### config.mk
export PLATFORM = sky130hd
export DESIGN_NAME = pipe_hazard_ctrl_flat
export DESIGN_NICKNAME = d
export VERILOG_FILES = /design/src/rtl/risc23_pkg.sv /design/src/rtl/pipe_hazard_ctrl_if.sv /design/src/rtl/lsb_find8.sv /design/src/rtl/pipe_hazard_ctrl.sv /design/src/flat_wrapper.sv
export SDC_FILE = /design/constraint.sdc
export NUM_CORES = 1
export LEC_CHECK = 0
export CAP_MARGIN = 5
export CORE_MARGIN = 1.5
export CORE_UTILIZATION = 53
export CTS_CLUSTER_DIAMETER = 60
export CTS_CLUSTER_SIZE = 14
export DETAILED_ROUTE_END_ITERATION = 8
export PLACE_DENSITY = 0.84
export SETUP_SLACK_MARGIN = 0.3
export SYNTH_ARGS = -nofsm -noshare
export SYNTH_HDL_FRONTEND = slang
export SYNTH_HIERARCHICAL = 1
export SYNTH_SLANG_ARGS = --single-unit
export TNS_END_PERCENT = 5
### constraint.sdc
create_clock -name clk -period 7 [get_ports clk]
set_clock_uncertainty 0.1 [all_clocks]
set_input_delay 1.4 -clock clk [delete_from_list [all_inputs] [get_ports clk]]
set_output_delay 1.4 -clock clk [all_outputs]
set_load 0.01 [all_outputs]
### src/rtl/risc23_pkg.sv
// Shared types for the IITB-RISC-23 pipeline control blocks.
package risc23_pkg;

    typedef enum logic {IDLE, SEQ} lmsm_state_t;

    typedef logic [2:0] reg_idx_t;

    localparam int          LMSM_REGS     = 8;
    localparam logic [15:0] DEF_ADDR_STEP = 16'd1;

endpackage

### src/rtl/pipe_hazard_ctrl_if.sv
// Bundle between the pipeline datapath (master) and the hazard controller (slave).
interface pipe_hazard_ctrl_if;
    import risc23_pkg::*;

    logic        mem_stall;
    logic        ex_redirect;
    logic        ex_mem_rd;
    logic        ex_rf_we;
    reg_idx_t    ex_waddr;
    logic        rf_valid;
    reg_idx_t    rf_ra;
    reg_idx_t    rf_rb;
    logic        rf_use_ra;
    logic        rf_use_rb;
    logic        rf_is_lmsm;
    logic        rf_is_lm;
    logic [7:0]  rf_lmsm_mask;
    logic [15:0] rf_lmsm_base;

    logic        pc_stall;
    logic        if_id_stall;
    logic        id_rf_stall;
    logic        if_id_flush;
    logic        id_rf_flush;
    logic        rf_ex_stall;
    logic        rf_ex_flush;
    logic        ex_mem_stall;
    logic        uop_valid;
    reg_idx_t    uop_reg;
    logic [15:0] uop_addr;
    logic        uop_is_load;
    logic        uop_last;

    modport master (
        output mem_stall, ex_redirect, ex_mem_rd, ex_rf_we, ex_waddr,
               rf_valid, rf_ra, rf_rb, rf_use_ra, rf_use_rb,
               rf_is_lmsm, rf_is_lm, rf_lmsm_mask, rf_lmsm_base,
        input  pc_stall, if_id_stall, id_rf_stall, if_id_flush, id_rf_flush,
               rf_ex_stall, rf_ex_flush, ex_mem_stall,
               uop_valid, uop_reg, uop_addr, uop_is_load, uop_last
    );

    modport slave (
        input  mem_stall, ex_redirect, ex_mem_rd, ex_rf_we, ex_waddr,
               rf_valid, rf_ra, rf_rb, rf_use_ra, rf_use_rb,
               rf_is_lmsm, rf_is_lm, rf_lmsm_mask, rf_lmsm_base,
        output pc_stall, if_id_stall, id_rf_stall, if_id_flush, id_rf_flush,
               rf_ex_stall, rf_ex_flush, ex_mem_stall,
               uop_valid, uop_reg, uop_addr, uop_is_load, uop_last
    );

endinterface

### src/rtl/lsb_find8.sv
// Lowest-set-bit encoder for an 8-bit register list: index, any-bit flag,
// and the list with that bit removed.
module lsb_find8
    import risc23_pkg::*;
(
    input  logic [7:0] mask,
    output reg_idx_t   index,
    output logic       found,
    output logic [7:0] cleared
);

    logic [7:0] onehot;

    genvar gi;
    generate
        for (gi = 0; gi < LMSM_REGS; gi++) begin : g_bit
            if (gi == 0) begin : g_first
                assign onehot[gi] = mask[gi];
            end else begin : g_rest
                assign onehot[gi] = mask[gi] & ~(|mask[gi-1:0]);
            end
        end
    endgenerate

    // onehot has at most one bit set, so OR-reducing by position class encodes it
    assign index[0] = |(onehot & 8'b1010_1010);
    assign index[1] = |(onehot & 8'b1100_1100);
    assign index[2] = |(onehot & 8'b1111_0000);
    assign found    = |mask;
    assign cleared  = mask & ~onehot;

endmodule

### src/rtl/pipe_hazard_ctrl.sv
// Stall/flush controller for the six-stage pipeline, plus the LM/SM
// micro-op sequencer that expands a register list into one access per register.
module pipe_hazard_ctrl
    import risc23_pkg::*;
#(
    parameter logic [15:0] ADDR_STEP = DEF_ADDR_STEP
) (
    input  logic              clk,
    input  logic              rst_n,
    pipe_hazard_ctrl_if.slave bus
);

    lmsm_state_t state;
    logic [7:0]  rem_mask;
    logic [15:0] base_q;
    logic [2:0]  cnt;
    logic        is_lm_q;

    logic        in_seq;
    logic [7:0]  active_mask;
    logic [7:0]  cleared_mask;
    reg_idx_t    sel;
    logic        found;
    logic [15:0] base_sel;
    logic [2:0]  cnt_sel;
    logic [15:0] addr_calc;
    logic        start;
    logic        issue;
    logic        last;
    logic        lm_sel;
    logic        src_hit;
    logic        load_use;

    assign in_seq      = (state == SEQ);
    assign active_mask = in_seq ? rem_mask : bus.rf_lmsm_mask;
    assign base_sel    = in_seq ? base_q : bus.rf_lmsm_base;
    assign cnt_sel     = in_seq ? cnt : 3'd0;
    assign addr_calc   = base_sel + 16'(cnt_sel) * ADDR_STEP;
    assign lm_sel      = in_seq ? is_lm_q : bus.rf_is_lm;

    lsb_find8 u_lsb (
        .mask    (active_mask),
        .index   (sel),
        .found   (found),
        .cleared (cleared_mask)
    );

    assign start = ~in_seq & bus.rf_valid & bus.rf_is_lmsm;
    assign issue = in_seq | (start & found);
    assign last  = issue & (cleared_mask == 8'd0);

    // A store micro-op reads the register it is about to store, not the RF operands
    always_comb begin
        if (in_seq && !is_lm_q) begin
            src_hit = (sel == bus.ex_waddr);
        end else begin
            src_hit = (bus.rf_use_ra && (bus.rf_ra == bus.ex_waddr)) ||
                      (bus.rf_use_rb && (bus.rf_rb == bus.ex_waddr));
        end
    end

    assign load_use = bus.ex_mem_rd & bus.ex_rf_we & bus.rf_valid & src_hit;

    logic front_stall;
    logic front_flush;
    logic back_stall;
    logic rf_ex_flush_c;
    logic uop_valid_c;
    logic show_uop;

    always_comb begin
        front_stall   = 1'b0;
        front_flush   = 1'b0;
        back_stall    = 1'b0;
        rf_ex_flush_c = 1'b0;
        uop_valid_c   = 1'b0;
        show_uop      = 1'b0;
        if (rst_n) begin
            if (bus.mem_stall) begin
                front_stall = 1'b1;
                back_stall  = 1'b1;
                uop_valid_c = issue;
                show_uop    = issue;
            end else if (bus.ex_redirect) begin
                front_flush   = 1'b1;
                rf_ex_flush_c = 1'b1;
            end else if (load_use) begin
                front_stall   = 1'b1;
                rf_ex_flush_c = 1'b1;
            end else if (issue) begin
                uop_valid_c = 1'b1;
                show_uop    = 1'b1;
                front_stall = ~last;
            end else if (start) begin
                // empty register list behaves as a NOP bubble
                rf_ex_flush_c = 1'b1;
            end
        end
    end

    assign bus.pc_stall     = front_stall;
    assign bus.if_id_stall  = front_stall;
    assign bus.id_rf_stall  = front_stall;
    assign bus.if_id_flush  = front_flush;
    assign bus.id_rf_flush  = front_flush;
    assign bus.rf_ex_stall  = back_stall;
    assign bus.rf_ex_flush  = rf_ex_flush_c;
    assign bus.ex_mem_stall = back_stall;
    assign bus.uop_valid    = uop_valid_c;
    assign bus.uop_last     = show_uop & last;
    assign bus.uop_reg      = show_uop ? sel : 3'd0;
    assign bus.uop_addr     = show_uop ? addr_calc : 16'd0;
    assign bus.uop_is_load  = show_uop & lm_sel;

    always_ff @(posedge clk or negedge rst_n) begin
        if (!rst_n) begin
            state    <= IDLE;
            rem_mask <= 8'd0;
            base_q   <= 16'd0;
            cnt      <= 3'd0;
            is_lm_q  <= 1'b0;
        end else if (!bus.mem_stall) begin
            if (bus.ex_redirect) begin
                state    <= IDLE;
                rem_mask <= 8'd0;
                cnt      <= 3'd0;
            end else if (!load_use && issue) begin
                if (in_seq) begin
                    if (last) begin
                        state    <= IDLE;
                        rem_mask <= 8'd0;
                        cnt      <= 3'd0;
                    end else begin
                        rem_mask <= cleared_mask;
                        cnt      <= cnt + 3'd1;
                    end
                end else if (!last) begin
                    state    <= SEQ;
                    rem_mask <= cleared_mask;
                    base_q   <= bus.rf_lmsm_base;
                    cnt      <= 3'd1;
                    is_lm_q  <= bus.rf_is_lm;
                end
            end
        end
    end

endmodule

### src/flat_wrapper.sv
// flat-port wrapper written by rule: the top's interface ports become plain ports
module pipe_hazard_ctrl_flat import risc23_pkg::*;
#(
    parameter logic [15:0] ADDR_STEP = DEF_ADDR_STEP
)
  (clk, rst_n, bus_mem_stall, bus_ex_redirect, bus_ex_mem_rd, bus_ex_rf_we, bus_ex_waddr, bus_rf_valid, bus_rf_ra, bus_rf_rb, bus_rf_use_ra, bus_rf_use_rb, bus_rf_is_lmsm, bus_rf_is_lm, bus_rf_lmsm_mask, bus_rf_lmsm_base, bus_pc_stall, bus_if_id_stall, bus_id_rf_stall, bus_if_id_flush, bus_id_rf_flush, bus_rf_ex_stall, bus_rf_ex_flush, bus_ex_mem_stall, bus_uop_valid, bus_uop_reg, bus_uop_addr, bus_uop_is_load, bus_uop_last);
  pipe_hazard_ctrl_if bus_i ();
  input  logic clk;
  input  logic rst_n;
  input wire logic [$bits(bus_i.mem_stall)-1:0] bus_mem_stall;
  input wire logic [$bits(bus_i.ex_redirect)-1:0] bus_ex_redirect;
  input wire logic [$bits(bus_i.ex_mem_rd)-1:0] bus_ex_mem_rd;
  input wire logic [$bits(bus_i.ex_rf_we)-1:0] bus_ex_rf_we;
  input wire logic [$bits(bus_i.ex_waddr)-1:0] bus_ex_waddr;
  input wire logic [$bits(bus_i.rf_valid)-1:0] bus_rf_valid;
  input wire logic [$bits(bus_i.rf_ra)-1:0] bus_rf_ra;
  input wire logic [$bits(bus_i.rf_rb)-1:0] bus_rf_rb;
  input wire logic [$bits(bus_i.rf_use_ra)-1:0] bus_rf_use_ra;
  input wire logic [$bits(bus_i.rf_use_rb)-1:0] bus_rf_use_rb;
  input wire logic [$bits(bus_i.rf_is_lmsm)-1:0] bus_rf_is_lmsm;
  input wire logic [$bits(bus_i.rf_is_lm)-1:0] bus_rf_is_lm;
  input wire logic [$bits(bus_i.rf_lmsm_mask)-1:0] bus_rf_lmsm_mask;
  input wire logic [$bits(bus_i.rf_lmsm_base)-1:0] bus_rf_lmsm_base;
  output wire logic [$bits(bus_i.pc_stall)-1:0] bus_pc_stall;
  output wire logic [$bits(bus_i.if_id_stall)-1:0] bus_if_id_stall;
  output wire logic [$bits(bus_i.id_rf_stall)-1:0] bus_id_rf_stall;
  output wire logic [$bits(bus_i.if_id_flush)-1:0] bus_if_id_flush;
  output wire logic [$bits(bus_i.id_rf_flush)-1:0] bus_id_rf_flush;
  output wire logic [$bits(bus_i.rf_ex_stall)-1:0] bus_rf_ex_stall;
  output wire logic [$bits(bus_i.rf_ex_flush)-1:0] bus_rf_ex_flush;
  output wire logic [$bits(bus_i.ex_mem_stall)-1:0] bus_ex_mem_stall;
  output wire logic [$bits(bus_i.uop_valid)-1:0] bus_uop_valid;
  output wire logic [$bits(bus_i.uop_reg)-1:0] bus_uop_reg;
  output wire logic [$bits(bus_i.uop_addr)-1:0] bus_uop_addr;
  output wire logic [$bits(bus_i.uop_is_load)-1:0] bus_uop_is_load;
  output wire logic [$bits(bus_i.uop_last)-1:0] bus_uop_last;
  assign bus_i.mem_stall = bus_mem_stall;
  assign bus_i.ex_redirect = bus_ex_redirect;
  assign bus_i.ex_mem_rd = bus_ex_mem_rd;
  assign bus_i.ex_rf_we = bus_ex_rf_we;
  assign bus_i.ex_waddr = bus_ex_waddr;
  assign bus_i.rf_valid = bus_rf_valid;
  assign bus_i.rf_ra = bus_rf_ra;
  assign bus_i.rf_rb = bus_rf_rb;
  assign bus_i.rf_use_ra = bus_rf_use_ra;
  assign bus_i.rf_use_rb = bus_rf_use_rb;
  assign bus_i.rf_is_lmsm = bus_rf_is_lmsm;
  assign bus_i.rf_is_lm = bus_rf_is_lm;
  assign bus_i.rf_lmsm_mask = bus_rf_lmsm_mask;
  assign bus_i.rf_lmsm_base = bus_rf_lmsm_base;
  assign bus_pc_stall = bus_i.pc_stall;
  assign bus_if_id_stall = bus_i.if_id_stall;
  assign bus_id_rf_stall = bus_i.id_rf_stall;
  assign bus_if_id_flush = bus_i.if_id_flush;
  assign bus_id_rf_flush = bus_i.id_rf_flush;
  assign bus_rf_ex_stall = bus_i.rf_ex_stall;
  assign bus_rf_ex_flush = bus_i.rf_ex_flush;
  assign bus_ex_mem_stall = bus_i.ex_mem_stall;
  assign bus_uop_valid = bus_i.uop_valid;
  assign bus_uop_reg = bus_i.uop_reg;
  assign bus_uop_addr = bus_i.uop_addr;
  assign bus_uop_is_load = bus_i.uop_is_load;
  assign bus_uop_last = bus_i.uop_last;
  pipe_hazard_ctrl #(.ADDR_STEP(ADDR_STEP)) u_core (.clk(clk), .rst_n(rst_n), .bus(bus_i));
endmodule
# Word-level counts from Yosys, hierarchy flattened
# Index checks and enable logic that the tools add are counted.
[classes]
n_reduce_logical = 22
addsub = 2
n_eq_ne = 4
mux = 41
bitwise = 30
[op_table]
columns = ["cell", "n"]
rows = [
  ["8-bit two-way mux", 6],
  ["16-bit two-way mux", 2],
  ["1-bit two-way mux", 26],
  ["3-bit two-way mux", 7],
  ["16-bit by 3-bit adder with 16-bit output", 1],
  ["1-bit bitwise AND", 16],
  ["4-bit OR reduction", 4],
  ["1-bit NOT", 11],
  ["3-bit == test", 3],
  ["8-bit bitwise AND", 1],
  ["8-bit zero test", 1],
  ["8-bit NOT", 1],
  ["8-bit OR reduction", 1],
  ["7-bit OR reduction", 1],
  ["6-bit OR reduction", 1],
  ["5-bit AND reduction", 1],
  ["5-bit OR reduction", 1],
  ["1-bit logical AND", 4],
  ["3-bit by 1-bit adder with 3-bit output (second input constant)", 1],
  ["3-bit by 2-bit != test with 1-bit output (second input constant)", 1],
  ["3-bit AND reduction", 1],
  ["3-bit OR reduction", 1],
  ["1-bit zero test", 2],
  ["2-bit AND reduction", 1],
  ["4 further kinds", 4],
]
[word_totals]
word_cells = 104
inputBits = 44
reg_bits = 29
output_inout_bits = 30

# Longest topological paths before layout
# Gate-level depths: netlist of the first run.
[depth]
depth_word = 14
depth_mapped = 14
depth_no_buf = 10

# By module
# Netlist of the first run, hierarchy kept.
[by_module_without_submodules]
columns = ["mod", "seq_area_each_um2", "cells_each", "instances", "area_per_inst_um2"]
rows = [
  ["pipe_hazard_ctrl", 725.7, 253, 1, 2482.4],
  ["lsb_find8", 0.0, 24, 1, 152.6],
]

# Worst setup path after synthesis of the first run
# OpenSTA, ideal clock, no wires.
[synth_path]
path_kind = "in2out"
from = "input bus_rf_lmsm_mask[1]"
to = "output bus_if_id_stall"
arrival_ps = 4080
required_time_ps = 5500
path_slack_ps = 1420
path_stages = 9
n_path_buf = 1
cell_sequence = "mux2_2 > or4_4 > or3_4 > o21a_1 > or4_4 > or2_2 > a21oi_1 > o21ai_0 > buf_4"
[synth_between]
elab_chain_cells = 14
word_cells_on_any_way = 39
cone_classes = "eq/ne: 1; mux: 7; bitwise: 20; reduce/logical: 11"
[synth_rtl]
columns = ["item", "line", "rtl"]
rows = [
  ["start: declaration", "flat_wrapper.sv:22", "input wire logic [$bits(bus_i.rf_lmsm_mask)-1:0] bus_rf_lmsm_mask;"],
  ["8-bit two-way mux", "pipe_hazard_ctrl.sv:35", "assign active_mask = in_seq ? rem_mask : bus.rf_lmsm_mask;"],
  ["7-bit OR reduction", "lsb_find8.sv:20", "assign onehot[gi] = mask[gi] & ~(|mask[gi-1:0]);"],
  ["1-bit NOT", "lsb_find8.sv:20", ""],
  ["1-bit bitwise AND", "lsb_find8.sv:20", ""],
  ["8-bit NOT", "lsb_find8.sv:30", "assign cleared = mask & ~onehot;"],
  ["8-bit bitwise AND", "lsb_find8.sv:30", ""],
  ["via u_core.cleared_mask[7]", "pipe_hazard_ctrl.sv:21", "logic [7:0] cleared_mask;"],
  ["8-bit zero test", "pipe_hazard_ctrl.sv:50", "assign last = issue & (cleared_mask == 8'd0);"],
  ["1-bit bitwise AND", "pipe_hazard_ctrl.sv:50", ""],
  ["1-bit NOT (no source line)", "n/a", ""],
  ["1-bit two-way mux", "pipe_hazard_ctrl.sv:90", "end else if (issue) begin"],
  ["1-bit two-way mux", "pipe_hazard_ctrl.sv:87", "end else if (load_use) begin"],
  ["1-bit two-way mux", "pipe_hazard_ctrl.sv:84", "end else if (bus.ex_redirect) begin"],
  ["1-bit two-way mux", "pipe_hazard_ctrl.sv:79", "if (bus.mem_stall) begin"],
  ["1-bit two-way mux", "pipe_hazard_ctrl.sv:78", "if (rst_n) begin"],
  ["end: declaration", "flat_wrapper.sv:25", "output wire logic [$bits(bus_i.if_id_stall)-1:0] bus_if_id_stall;"],
]
# The timed path passes the listed nets, and every way through them passes these cells.

# Worst setup path in the final report of the first run
[layout_path]
from = "input bus_rf_lmsm_mask[0]"
to = "output bus_uop_addr[0]"
[layout_between]
elab_chain_cells = 13
word_cells_on_any_way = 36
cone_classes = "eq/ne: 1; mux: 8; bitwise: 17; reduce/logical: 10"
[layout_rtl]
columns = ["item", "line", "rtl"]
rows = [
  ["8-bit two-way mux *", "pipe_hazard_ctrl.sv:35", ""],
  ["via u_core.active_mask[0]", "pipe_hazard_ctrl.sv:20", "logic [7:0] active_mask;"],
  ["7-bit OR reduction, or another cell as far along", "lsb_find8.sv:20", ""],
  ["1-bit NOT", "lsb_find8.sv:20", ""],
  ["1-bit bitwise AND", "lsb_find8.sv:20", ""],
  ["4-bit OR reduction *", "lsb_find8.sv:26", "assign index[0] = |(onehot & 8'b1010_1010);"],
  ["via u_core.sel[0]", "pipe_hazard_ctrl.sv:22", "reg_idx_t sel;"],
  ["3-bit == test *", "pipe_hazard_ctrl.sv:55", "src_hit = (sel == bus.ex_waddr);"],
  ["1-bit two-way mux *", "pipe_hazard_ctrl.sv:54", "if (in_seq && !is_lm_q) begin"],
  ["1-bit bitwise AND *", "pipe_hazard_ctrl.sv:62", "assign load_use = bus.ex_mem_rd & bus.ex_rf_we & bus.rf_valid & src_hit;"],
  ["1-bit two-way mux *", "pipe_hazard_ctrl.sv:87", ""],
  ["1-bit two-way mux *", "pipe_hazard_ctrl.sv:84", ""],
  ["1-bit two-way mux *", "pipe_hazard_ctrl.sv:79", ""],
  ["1-bit two-way mux *", "pipe_hazard_ctrl.sv:78", ""],
  ["16-bit two-way mux *", "pipe_hazard_ctrl.sv:112", "assign bus.uop_addr = show_uop ? addr_calc : 16'd0;"],
  ["end: declaration", "flat_wrapper.sv:34", "output wire logic [$bits(bus_i.uop_addr)-1:0] bus_uop_addr;"],
]
# Mark *: on every way through the listed nets, which the timed path passes. The rest lies on a longest branch.

==> results.py, run 1 <==
metrics = {
    "worst_setup_path": {
        "reg2reg_depth": 8,
        "path_buf_inv": 3,
        "start_kind": "input port",
        "critPathCapture": "bus_uop_addr[0]",
        "critPathTopFamily": "compound AO/OA/AOI/OAI gates",
        "critPathRequiredTime_ns": 5.50,
        "crit_top_cell": "clkdlybuf4s50_1",
        "reg2reg_from": "u_core/in_seq",
        "worstPathMaxFanout": 8,
        "cp_num_cells": 10,
        "cp-startpoint": "bus_rf_lmsm_mask[0]",
        "cp_slowest_cell": "o41ai_1",
        "critical_path_class": "input port to primary output",
        "worstPathCellList": "clkdlybuf4s50_1 -> mux2_2 -> o41ai_1 -> xor2_1 -> o31ai_2 -> o211ai_4 -> a21oi_2 -> inv_1 -> and2_1 -> clkdlybuf4s50_1",
        "reg2reg_setup_slack_ns": 2.85,
        "cp.arrival_ns": 4.91,
        "reg2reg_to": "u_core/base_q[0]",
        "endpoint_kind": "primary output",
        "critPathMaxStageDelay_ns": 0.78,
    },
    "route": {
        "routedWlPerCell_um": 15.4,
        "vias_per_cell": 5.79,
        "ant_nets": 0,
        "drt-total-wl_um": 6420,
        "drc": 0,
        "drtIter0Drc": 189,
        "vias": 2414,
        "dr.pass1.iters": 4,
    },
    "logic_synthesis": {
        "yosysTopAreaCell": "dfrtp_1",
        "yosys_warnings": 6,
        "syn_avg_cell_area_um2": 9.51,
        "yosysSeqAreaShare_pct": 27.5,
        "synth.distinct_cells": 60,
        "synth_top_area_share_pct": 27.5,
        "synthCells": 277,
        "ys_ff_latch": 29,
        "synth_area_leaders": "dfrtp_1 28%, mux2_2 13%, mux2i_1 4.9%",
        "synthArstFlopShare_pct": 100,
        "synth_edf_count": 0,
        "synth_nets": 326,
        "syn_area_um2": 2640,
        "ys.flop_type": "dfrtp_1",
    },
    "min_path": {
        "whs_path_depth": 1,
        "hp-class": "flip-flop to flip-flop",
    },
    "sta": {
        "rsz0062_at_grt": "false",
        "max_freq_mhz": 156,
        "finalCriticalPeriod_ns": 6.41,
        "worst_slew_pin_slew_ns": 0.794,
        "hold_viol": 0,
        "maxSlewViolCount": 0,
        "slew-limit-headroom_pct": 46.4,
        "setup_viol_count_final": 0,
        "final.period_utilization_pct": 91.6,
        "fin_tns_setup_ns": 0,
    },
    "outcome": {
        "status": "finished, final reports clean",
    },
    "finish": {
        "mostFrequentLayoutCell": "clkdlybuf4s50_1",
        "fin_nets": 398,
        "stdcell_count": 417,
        "areaGrowthSynthToFinish_pct": 32.1,
        "antenna_cells": 0,
        "drive_above_1_share_pct": 18.9,
        "fillers": 375,
        "layout_common_cells": "73 x clkdlybuf4s50_1, 30 x mux2_2, 29 x dfrtp_1, 20 x nor2_1, 14 x inv_1",
        "design_area_um2": 3480,
    },
    "floorplanning": {
        "initial_core_util_pct": 55.4,
        "die_h_um": 73.5,
        "fp.dieW_um": 73.5,
        "fp.dieArea_um2": 5400,
        "rows": 25,
        "pin_count": 74,
        "design.core.area_um2": 4750,
    },
    "global_route": {
        "grt_pass1_wl_um": 10600,
        "grt_pass1_vias": 2347,
        "antenna_found_initial": 0,
        "grt_max_degree": 29,
        "grt_usage_pct": 25.4,
        "globalRouteOverflowTotal": 0,
    },
    "power": {
        "cellLeakagePower_uw": 0.00145,
        "power_density_nw_per_um2": 164,
        "vdd_ir_drop_max_uv": 131,
    },
    "clocking": {
        "cts_buffer_depth": 2,
        "clock_latency_ns": 0.29,
        "cts_tree": "done",
        "h-tree-depth": 2,
        "clock-sinks": 29,
        "clockRootBuffer": "clkbuf_8",
        "path_clk_slew_ns": 0.06,
        "cts_setup_buffers": 0,
        "numCtsBuffers": 5,
        "ctsResizeCount": 0,
        "cts_hold_buf": 0,
    },
    "placed_design": {
        "place_hpwl_um": 4920,
        "dp.cells": 409,
        "place_area_um2": 3400,
        "gp_congestion": 0.842,
        "port_buffers": 73,
    },
    "job": {
        "drv_cap": 0,
    },
}
## state kept, by name, summed over array words and instances (netlist names)
name             count
u_core/base_q       16
u_core/rem_mask      8
u_core/is_lm_q       1
u_core/in_seq        1
u_core/cnt           3
## worst register-to-register path: stages, from the launching register on
cell	delay [ns]
dfrtp_1	0.78
mux2_2	0.48
or4_4	0.55
or3_4	0.35
o21a_1	0.19
or4_4	0.51
or3_4	0.42
nand3_4	0.30
mux2_2	0.38
## per-layer routing
| metal | wire length, µm | global-route usage, % | share of wire (%) | up-vias |
|---|---|---|---|---|
| met5 | 0 | 0 | 0 | - |
| met4 | 92 | 8.44 | 1.4 | 0 |
| met3 | 362 | 5.35 | 5.6 | 8 |
| met2 | 3160 | 42.7 | 49 | 81 |
| met1 | 2800 | 32.3 | 44 | 1171 |
| li1 | - | - | - | 1154 |
## cells by family (layout without fill, tap and decap cells)
| kind of cell | Yosys count | in the layout | share of synthesized area (%) |
|---|---|---|---|
| multiplexers | 51 | 51 | 22.3 |
| adder cells (fa/ha/maj) | 5 | 5 | 2.66 |
| AND/OR/NAND/NOR | 99 | 99 | 22.2 |
| XOR/XNOR | 18 | 18 | 5.98 |
| flip-flops | 29 | 29 | 27.5 |
| buffers and inverters | 28 | 101 | 5.65 |
| other | 1 | 1 | 0.142 |
| AO/OA/AOI/OAI | 46 | 46 | 13.5 |
## per-stage QoR
stage	util (%)	setup slack, ns	power [µW]	hold slack [ns]
final	73.2	0.588	573	0.401
after global routing	73.2	0.348	606	0.427
after CTS	73.2	0.590	573	0.404
after detailed placement	71.5	0.614	436	0.389
after global placement	71.5	0.688	430	0.381
after floorplan	-	1.42	360	0.374
## report_power, final
part	total [µW]	switching (µW)	leakage [µW]	internal (µW)
Sequential	227	25.3	0.000362	202
Clock	137	68.1	0.0000450	68.8
Combinational	208	91.2	0.00105	117
## cell type report
class | count | area [µm²] | area share (%)
tap | 67 | 83.8 | 2.41
sequential | 29 | 726 | 20.8
inverter | 14 | 52.6 | 1.51
timing repair buffer | 79 | 776 | 22.3
multi-input combinational | 220 | 1760 | 50.6
clock buffer | 6 | 72.6 | 2.08
clock inverter | 2 | 10.0 | 0.288
## Yosys cell counts, types with 3 or more instances
| cell type | number |
|---|---|
| a211oi_1 | 4 |
| a21oi_1 | 8 |
| and2_1 | 7 |
| and3_1 | 5 |
| buf_2 | 4 |
| buf_4 | 6 |
| clkbuf_1 | 3 |
| dfrtp_1 | 29 |
| ha_1 | 4 |
| inv_1 | 14 |
| mux2_2 | 30 |
| mux2_4 | 8 |
| mux2i_1 | 13 |
| nand2_1 | 11 |
| nand3_1 | 7 |
| nand3b_1 | 3 |
| nand4_1 | 4 |
| nor2_1 | 20 |
| nor2b_1 | 12 |
| nor3_1 | 9 |
| nor4_1 | 3 |
| o21a_1 | 5 |
| o21ai_0 | 4 |
| o31a_1 | 3 |
| o41ai_1 | 3 |
| xnor2_1 | 13 |
| xor2_1 | 5 |
## how the worst min path moves through the flow
stage,slack (ns),start,to
2_1_floorplan,0.37,u_core/base_q[0],u_core/base_q[0]
3_3_place_gp,0.38,u_core/base_q[0],u_core/base_q[0]
3_5_place_dp,0.39,u_core/rem_mask[3],u_core/rem_mask[3]
4_1_cts,0.40,u_core/rem_mask[3],u_core/rem_mask[3]
5_1_grt,0.43,u_core/base_q[14],u_core/base_q[14]
6_report,0.40,u_core/rem_mask[3],u_core/rem_mask[3]
Note: power is estimated with default switching activity, not from simulation.
==> run 2, diff against run 1 <==
--- a/config.mk
+++ b/config.mk
@@ -6,15 +6,16 @@
 export NUM_CORES = 1
 export LEC_CHECK = 0
 export CAP_MARGIN = 5
+export CELL_PAD_IN_SITES_DETAIL_PLACEMENT = 1
+export CELL_PAD_IN_SITES_GLOBAL_PLACEMENT = 1
 export CORE_MARGIN = 1.5
-export CORE_UTILIZATION = 53
+export CORE_UTILIZATION = 39
 export CTS_CLUSTER_DIAMETER = 60
 export CTS_CLUSTER_SIZE = 14
 export DETAILED_ROUTE_END_ITERATION = 8
-export PLACE_DENSITY = 0.84
-export SETUP_SLACK_MARGIN = 0.3
+export PLACE_DENSITY = 0.83
 export SYNTH_ARGS = -nofsm -noshare
 export SYNTH_HDL_FRONTEND = slang
 export SYNTH_HIERARCHICAL = 1
 export SYNTH_SLANG_ARGS = --single-unit
-export TNS_END_PERCENT = 5
+export TNS_END_PERCENT = 10
==> run 2 against run 1 <==
  * The run now ends with DRC left
  * Flip-flop and latch count stayed put
  * Clock-buffer cell count increased by 1
  * Die area up 34%
  * Final area is essentially flat
  * Sequential share of layout area about the same
  * Utilization decreased by 19 points
  * Fmax fell by 0.76%
  * Sequential power barely moved
  * Combinational power grew 3%
  * Register-to-register slack gained 0.10 ns
  * Worst setup slack worse by 0.049 ns
  * Critical path type unchanged
  * Critical endpoint is now bus_if_id_stall
  * Largest power group unchanged
==> results.py, run 2 (synthesis gave the netlist of run 1 again) <==
metrics = {
    "outcome": {
        "status": "finished, violations left",
        "violations": "DRC",
    },
    "clocking": {
        "clock_latency_ns": 0.29,
        "clockRootBuffer": "clkbuf_8",
        "ctsResizeCount": 0,
        "h-tree-depth": 2,
        "path_clk_slew_ns": 0.06,
        "cts_hold_buf": 0,
        "cts_setup_buffers": 0,
        "clock-sinks": 29,
        "numCtsBuffers": 5,
        "cts_buffer_depth": 2,
        "cts_tree": "done",
    },
    "worst_setup_path": {
        "reg2reg_from": "u_core/in_seq",
        "endpoint_kind": "primary output",
        "reg2reg_depth": 8,
        "critical_path_class": "input port to primary output",
        "worstPathMaxFanout": 8,
        "start_kind": "input port",
        "reg2reg_setup_slack_ns": 2.95,
        "critPathRequiredTime_ns": 5.50,
        "reg2reg_to": "u_core/base_q[6]",
        "cp.arrival_ns": 4.96,
    },
    "sta": {
        "fin_tns_setup_ns": 0,
        "finalCriticalPeriod_ns": 6.46,
        "rsz0062_at_grt": "false",
        "hold_viol": 0,
        "max_freq_mhz": 155,
        "maxSlewViolCount": 0,
        "worst_slew_pin_slew_ns": 0.819,
        "slew-limit-headroom_pct": 45.2,
        "final.period_utilization_pct": 92.3,
        "setup_viol_count_final": 0,
    },
    "finish": {
        "reg_top3": "u_core/base_q: 16 flops, u_core/rem_mask: 8 flops, u_core/cnt: 3 flops",
        "drive_above_1_share_pct": 18.2,
        "top_register": "u_core/base_q",
        "layout_common_cells": "73 x clkdlybuf4s50_1, 30 x mux2_2, 29 x dfrtp_1, 20 x nor2_1, 14 x inv_1",
        "areaGrowthSynthToFinish_pct": 32.1,
        "antenna_cells": 0,
        "fin_nets": 396,
        "utilization_pct": 54.2,
        "largest_register_ffs": 16,
        "mostFrequentLayoutCell": "clkdlybuf4s50_1",
        "fillers": 732,
    },
    "route": {
        "drc": 4,
        "dr.pass1.iters": 6,
        "vias_per_cell": 5.65,
        "drt-total-wl_um": 7710,
        "routedWlPerCell_um": 18.2,
        "vias": 2394,
        "ant_nets": 0,
        "drtIter0Drc": 80,
    },
    "placed_design": {
        "place_hpwl_um": 6120,
        "port_buffers": 73,
        "gp_congestion": 0.820,
    },
    "min_path": {
        "hp-class": "flip-flop to flip-flop",
        "whs_path_depth": 1,
        "min_from": "u_core/base_q[2]",
        "holdPathEnd": "u_core/base_q[2]",
    },
    "job": {
        "drv_cap": 0,
    },
    "global_route": {
        "grt_pass1_vias": 2542,
        "grt_usage_pct": 22.8,
        "grt_pass1_wl_um": 13000,
        "grt_max_degree": 35,
        "globalRouteOverflowTotal": 0,
        "antenna_found_initial": 0,
    },
    "power": {
        "cellLeakagePower_uw": 0.00144,
        "vdd_ir_drop_max_uv": 71.2,
        "power_density_nw_per_um2": 168,
    },
    "floorplanning": {
        "rows": 29,
        "fp.dieArea_um2": 7260,
        "design.core.area_um2": 6420,
        "fp.dieW_um": 85.2,
        "pin_count": 74,
        "die_h_um": 85.2,
        "initial_core_util_pct": 41.0,
    },
}
==> run 2: cell types whose count changed in the layout (fill, tap and decap cells not counted) <==
cell and delta:
buf_4 -2, clkbuf_8 +1, clkinv_2 -2
==> run 2: worst max-delay path by stage <==
stage / start / end / slack (ns)
floorplan: bus_rf_lmsm_mask[1] / bus_if_id_stall / 1.42
CTS: bus_rf_lmsm_mask[0] / bus_if_id_stall / 0.55
global route: bus_rf_lmsm_mask[0] / bus_uop_addr[0] / 0.40
global placement: bus_rf_lmsm_mask[0] / bus_if_id_stall / 0.67
finish: bus_rf_lmsm_mask[0] / bus_if_id_stall / 0.54
detailed placement: bus_rf_lmsm_mask[0] / bus_if_id_stall / 0.55
==> run 2: final cells by class <==
| type | count | area, µm² | area share [%] |
|---|---|---|---|
| Inverter | 14 | 52.6 | 1.51 |
| Sequential cell | 29 | 726 | 20.8 |
| Timing Repair Buffer | 77 | 761 | 21.8 |
| Clock buffer | 7 | 86.3 | 2.48 |
| Multi-Input combinational cell | 220 | 1760 | 50.6 |
| Tap cell | 77 | 96.3 | 2.77 |
==> run 2: where the power goes <==
part	total (µW)	internal, µW	switching [µW]
registers	229	202	27.0
logic	214	116	97.5
clock network	143	77.9	64.6
==> run 2: per-stage QoR <==
stage               hold WS [ns]  total power [µW]  worst slack [ns]  std cells  instance area [µm²]
global route               0.425               623             0.398        424                 3480
global placement           0.382               433             0.671        417                 3400
detailed placement         0.392               445             0.552        417                 3400
finish                     0.398               585             0.539        424                 3480
floorplan                  0.374               360              1.42        277                 2640
CTS                        0.407               592             0.546        424                 3480
==> run 2: worst max-delay path, cell delays in order <==
cell             delay [ns]
clkdlybuf4s50_1        0.40
mux2_2                 0.34
or4_4                  0.55
or3_4                  0.35
o21a_1                 0.18
or4_4                  0.51
or2_2                  0.35
a21oi_1                0.17
o21ai_0                0.16
clkdlybuf4s50_1        0.53
==> run 2: layer usage <==
metal	vias up	routed length, µm	global-route usage, %
met1	1186	3340	28.5
li1	1149	-	-
met3	12	279	3.89
met2	47	3960	39.3
met4	0	127	8.49
met5	-	0	0
